### config.mk
export PLATFORM = sky130hd
export DESIGN_NAME = hazard_scheduler
export DESIGN_NICKNAME = d
export VERILOG_FILES = /design/src/rtl/hazard_scheduler.sv
export SDC_FILE = /design/constraint.sdc
export NUM_CORES = 1
export LEC_CHECK = 0
export CORE_MARGIN = 2
export CORE_UTILIZATION = 45
export CTS_CLUSTER_SIZE = 20
export DETAILED_ROUTE_END_ITERATION = 7
export GPL_TIMING_DRIVEN = 0
export HOLD_SLACK_MARGIN = 0.08
export MAX_ROUTING_LAYER = met4
export PLACE_DENSITY_LB_ADDON = 0.2
export SLEW_MARGIN = 20
export SYNTH_ARGS = -nofsm -noshare
export SYNTH_HDL_FRONTEND = slang
export SYNTH_SLANG_ARGS = --single-unit
### constraint.sdc
create_clock -name clk -period 2.3 [get_ports clk]
set_clock_uncertainty 0.1 [all_clocks]
set_input_delay 0.46 -clock clk [delete_from_list [all_inputs] [get_ports clk]]
set_output_delay 0.46 -clock clk [all_outputs]
set_load 0.02 [all_outputs]
### src/rtl/hazard_scheduler.sv
// In-order pipeline hazard controller: tracks EX/MEM/WB destinations, raises the
// ID stall for load-use and multi-cycle EX ops, and drives forwarding selects.
module hazard_scheduler #(
  parameter int LONG_LAT = 4
) (
  input  logic       clk,
  input  logic       reset,
  input  logic       id_valid,
  input  logic [4:0] id_rs,
  input  logic [4:0] id_rt,
  input  logic       id_uses_rs,
  input  logic       id_uses_rt,
  input  logic [4:0] id_rd,
  input  logic       id_regwrite,
  input  logic       id_memread,
  input  logic       id_long,
  input  logic       flush,
  output logic       stall,
  output logic       ex_hold,
  output logic [1:0] fwd_a,
  output logic [1:0] fwd_b,
  output logic       id_wb_hit_rs,
  output logic       id_wb_hit_rt
);

  localparam logic [1:0] FWD_REG = 2'b00;
  localparam logic [1:0] FWD_MEM = 2'b10;
  localparam logic [1:0] FWD_WB  = 2'b01;
  localparam logic [3:0] LONG_LOAD = 4'(LONG_LAT - 1);

  // Write-port view of an in-flight instruction.
  typedef struct packed {
    logic       valid;
    logic [4:0] dest;
    logic       regwrite;
  } wr_t;

  typedef struct packed {
    wr_t        wr;
    logic       memread;
    logic [4:0] rs;
    logic [4:0] rt;
    logic       uses_rs;
    logic       uses_rt;
  } ex_rec_t;

  ex_rec_t    ex_q;
  wr_t        mem_q;
  logic       mem_memread_q;
  wr_t        wb_q;
  logic [3:0] cnt;

  ex_rec_t id_rec;
  logic    busy;
  logic    lu;
  logic    issue;

  // Register 0 is hard-wired, so a write to it never creates a dependency.
  function automatic logic is_writer(input wr_t r);
    return r.valid && r.regwrite && (r.dest != 5'd0);
  endfunction

  function automatic logic [1:0] fwd_sel(
    input logic       ex_valid,
    input logic       uses,
    input logic [4:0] src,
    input wr_t        mem,
    input logic       mem_load,
    input wr_t        wb
  );
    logic [1:0] sel;
    sel = FWD_REG;
    if (ex_valid && uses) begin
      if (is_writer(mem) && !mem_load && (mem.dest == src)) sel = FWD_MEM;
      else if (is_writer(wb) && (wb.dest == src))           sel = FWD_WB;
    end
    return sel;
  endfunction

  assign busy = (cnt != 4'd0);

  assign lu = id_valid && is_writer(ex_q.wr) && ex_q.memread &&
              ((id_uses_rs && (id_rs == ex_q.wr.dest)) ||
               (id_uses_rt && (id_rt == ex_q.wr.dest)));

  assign stall   = id_valid && (busy || lu);
  assign issue   = id_valid && !stall && !flush;
  assign ex_hold = busy;

  assign fwd_a = fwd_sel(ex_q.wr.valid, ex_q.uses_rs, ex_q.rs, mem_q, mem_memread_q, wb_q);
  assign fwd_b = fwd_sel(ex_q.wr.valid, ex_q.uses_rt, ex_q.rt, mem_q, mem_memread_q, wb_q);

  assign id_wb_hit_rs = is_writer(wb_q) && id_uses_rs && (wb_q.dest == id_rs);
  assign id_wb_hit_rt = is_writer(wb_q) && id_uses_rt && (wb_q.dest == id_rt);

  // NOTE: every field gets a value on every path so no latch is inferred.
  always_comb begin
    id_rec             = '0;
    id_rec.wr.valid    = 1'b1;
    id_rec.wr.dest     = id_rd;
    id_rec.wr.regwrite = id_regwrite;
    id_rec.memread     = id_memread;
    id_rec.rs          = id_rs;
    id_rec.rt          = id_rt;
    id_rec.uses_rs     = id_uses_rs;
    id_rec.uses_rt     = id_uses_rt;
  end

  // NOTE: non-blocking assignments so every stage samples its predecessor's old value.
  always_ff @(posedge clk or posedge reset) begin
    if (reset) begin
      ex_q          <= '0;
      mem_q         <= '0;
      mem_memread_q <= 1'b0;
      wb_q          <= '0;
      cnt           <= 4'd0;
    end else if (busy) begin
      // Long op stays in EX; the slots behind it drain as bubbles.
      mem_q         <= '0;
      mem_memread_q <= 1'b0;
      wb_q          <= mem_q;
      cnt           <= cnt - 4'd1;
    end else begin
      ex_q          <= issue ? id_rec : '0;
      mem_q         <= ex_q.wr;
      mem_memread_q <= ex_q.memread;
      wb_q          <= mem_q;
      cnt           <= (issue && id_long) ? LONG_LOAD : 4'd0;
    end
  end

endmodule

==> results.json <==
{
  "worst-endpoint-required_ns": 1.74,
  "irDropWorstVdd_uv": 464,
  "design_area_sq_mm": 0.00292,
  "grt_pass1_wl_um": 9090,
  "start_util": 0.466,
  "drt_drc_violations_left": 0,
  "wl_per_cell_um": 17.2,
  "globalRoute.totalOverflow": 0,
  "antenna_found_initial": 0,
  "fill_cells": 415,
  "synth_warnings": 0,
  "failed_checks": "negative setup slack",
  "synth_adder_area_share": 0.00569,
  "worst-path-stages": 6,
  "status": "finished, violations left",
  "start_kind": "flip-flop",
  "p_per_area_mw_per_mm2": 979,
  "place_hpwl_um": 3990,
  "globalplace.congestion": 0.841,
  "routed_wl_um": 5760,
  "crit_arrival_ns": 1.88,
  "numClockSinks": 39,
  "maxSlewViolCount": 0,
  "setup_viol": 7,
  "final_nets": 292,
  "syn-num-nets": 241,
  "critPathTopFamily": "simple AND/OR/NAND/NOR gates",
  "critPathMaxStageDelay_ns": 0.40,
  "clock-root-buffer": "clkbuf_8",
  "synth_compound_gate_area_share": 0.194,
  "relSlewSlack": 0.679,
  "maxCapViolations": 0,
  "ys_ff_latch": 39,
  "syn-instance-count": 216,
  "cts_hold_buf": 0,
  "timing.setup.tns_ns": -0.532,
  "fmax_ghz": 0.410,
  "drtAntennaViolNets": 0,
  "final_core_util": 0.617,
  "die-area_sq_mm": 0.00547,
  "cts_buffer_depth": 2,
  "hold_ws_ns": 0.315,
  "crit_type": "reg2out",
  "synth-xor-area-share": 0.159,
  "synth_simple_gate_area_frac": 0.147,
  "synth.area.mux_share": 0,
  "crit_slowest_cell": "dfrtp_2",
  "synth_area_per_cell_sq_um": 10.2,
  "rsz0062_at_grt": "yes",
  "path_clk_slew_ns": 0.08,
  "r2r_cells": 7,
  "fin_crit_sh": 1.06,
  "dr.first_iter.drc_count": 117,
  "first_pass_iters": 4,
  "synth_top_family_by_area": "compound AO/OA/AOI/OAI gates",
  "seqCellArea_sq_um": 983,
  "crit_fanout": 4,
  "min_path_type": "in2async",
  "finalWorstSetupSlack_ns": -0.138,
  "numCtsBuffers": 5,
  "vias": 1857,
  "io_buffer_count": 31,
  "core-area_sq_mm": 0.00472,
  "layout_min_cycle_time_ns": 2.44,
  "grt_usage": 0.233,
  "worstMarginPinSlew_ns": 0.482,
  "pin_count": 32,
  "p_leak_nw": 1.26,
  "place_area_sq_mm": 0.00262,
  "netlist_area_sq_mm": 0.00220,
  "viasPerCell": 5.54,
  "cts_tree": "built",
  "dieHeight_um": 73.9,
  "grt_start_max_net_pins": 30,
  "multiInputGateArea_sq_mm": 0.00121,
  "n_antenna_cell": 0,
  "drive_above_1_share": 0.306,
  "synth_cell_type_count": 33,
  "cp-end-kind": "primary output",
  "dieWidth_um": 73.9,
  "synthToLayoutAreaGrowth_pct": 32.5,
  "clk_latency_ns": 0.30,
  "htree_levels": 2,
  "yosysSeqAreaShare": 0.443,
  "crit_buf_inv": 2,
  "finalHoldViolations": 0,
  "rows": 25,
  "grt_pass1_vias": 1744,
  "cp_cell_sequence": "buf_4, xor2_1, nor4_1, nand4_1, nor3_1, buf_2"
}
-- worst paths after layout --
check | slack (ns) | to | start
max in group asynchronous | 1.32 | wb_q[3] | reset
min | 0.32 | cnt[1] | reset
max reg2reg | 0.31 | ex_q[19] | ex_q[17]
min reg2reg | 0.33 | wb_q[6] | mem_q[6]
max | -0.14 | fwd_a[0] | wb_q[2]
min in group clk | 0.33 | wb_q[6] | mem_q[6]
-- state kept, by name (all words and copies together) (netlist names) --
register and count:
mem_q 7, wb_q 7, ex_q 20, mem_memread_q 1, cnt 4
-- cell usage in the layout (no fill, tap or decap), types with 3 or more instances in the layout --
master,count
and2_1,8
nand2_1,25
inv_1,3
buf_2,7
buf_4,17
buf_6,8
o21ai_2,20
inv_2,3
nand4_1,6
dfrtp_2,6
clkbuf_1,4
nand3_1,4
xor2_1,12
clkdlybuf4s50_1,15
dfrtp_1,33
xnor2_1,28
dlygate4sd2_1,6
a32oi_1,20
clkbuf_8,5
-- area by class of cell --
type,count,area share
buffer,12,0.0257
multi-input combinational,154,0.417
clock inverter,2,0.00429
timing repair buffer,48,0.154
inverter,7,0.00901
sequential,39,0.337
tap,67,0.0287
clock buffer,6,0.0249
-- report_power, final --
group | leakage (nW) | internal [mW] | switching [mW] | total [mW]
Sequential | 0.508 | 0.896 | 0.233 | 1.13
Combinational | 0.711 | 0.621 | 0.646 | 1.27
Clock | 0.0412 | 0.212 | 0.248 | 0.460
-- synth_stat cells --
cell / instances / area share
inv_1: 5 / 0.0085
buf_6: 2 / 0.010
clkinv_1: 1 / 0.0017
a31oi_1: 2 / 0.0057
and2_1: 8 / 0.023
o22ai_2: 1 / 0.0057
and3_1: 2 / 0.0057
a22o_1: 1 / 0.0040
a32oi_1: 20 / 0.080
o21ai_1: 2 / 0.0045
nand2_1: 25 / 0.043
ha_1: 1 / 0.0057
nor2_1: 1 / 0.0017
nor3_1: 5 / 0.011
xnor2_1: 28 / 0.11
clkbuf_1: 7 / 0.012
and4_1: 1 / 0.0040
o211ai_1: 1 / 0.0034
dfrtp_1: 39 / 0.44
nand4_1: 6 / 0.017
o21ai_0: 2 / 0.0045
a21o_1: 1 / 0.0034
xor2_1: 12 / 0.048
o2111ai_1: 1 / 0.0040
nor2_2: 1 / 0.0028
o21ai_2: 20 / 0.080
nor4_1: 4 / 0.011
nand2b_1: 1 / 0.0028
buf_2: 7 / 0.016
nor3b_2: 1 / 0.0057
inv_2: 1 / 0.0017
or4_1: 3 / 0.010
nand3_1: 4 / 0.0091
-- cells by family after synthesis --
logic type	after synthesis
AO/OA/AOI/OAI	51
XOR/XNOR	40
adder cells (fa/ha/maj)	1
buffers and inverters	23
flip-flops	39
AND/OR/NAND/NOR	62
-- routing by layer --
| metal | vias up | share of wire | global-route usage |
|---|---|---|---|
| li1 | 879 | - | - |
| met1 | 921 | 0.47 | 0.327 |
| met2 | 48 | 0.48 | 0.345 |
| met3 | 9 | 0.044 | 0.0474 |
| met4 | 0 | 0.014 | 0.0646 |
| met5 | - | 0 | - |
-- what timing repair did --
item / in CTS / in global routing
pin swaps: 16 / 8
buffers inserted: 14 / 2
endpoints found under the hold margin: 0 / 0
gates resized for setup: 66 / 13
setup endpoints to repair: 8 / 8
-- through the flow --
step,power (mW),setup slack (ns),cells
after floorplan,1.86,0.0135,216
after global routing,3.03,-0.192,335
final,2.86,-0.138,335
after CTS,2.78,-0.136,333
after detailed placement,2.18,-0.676,315
after global placement,2.15,-0.659,314
(Power assumes the default switching activity.)
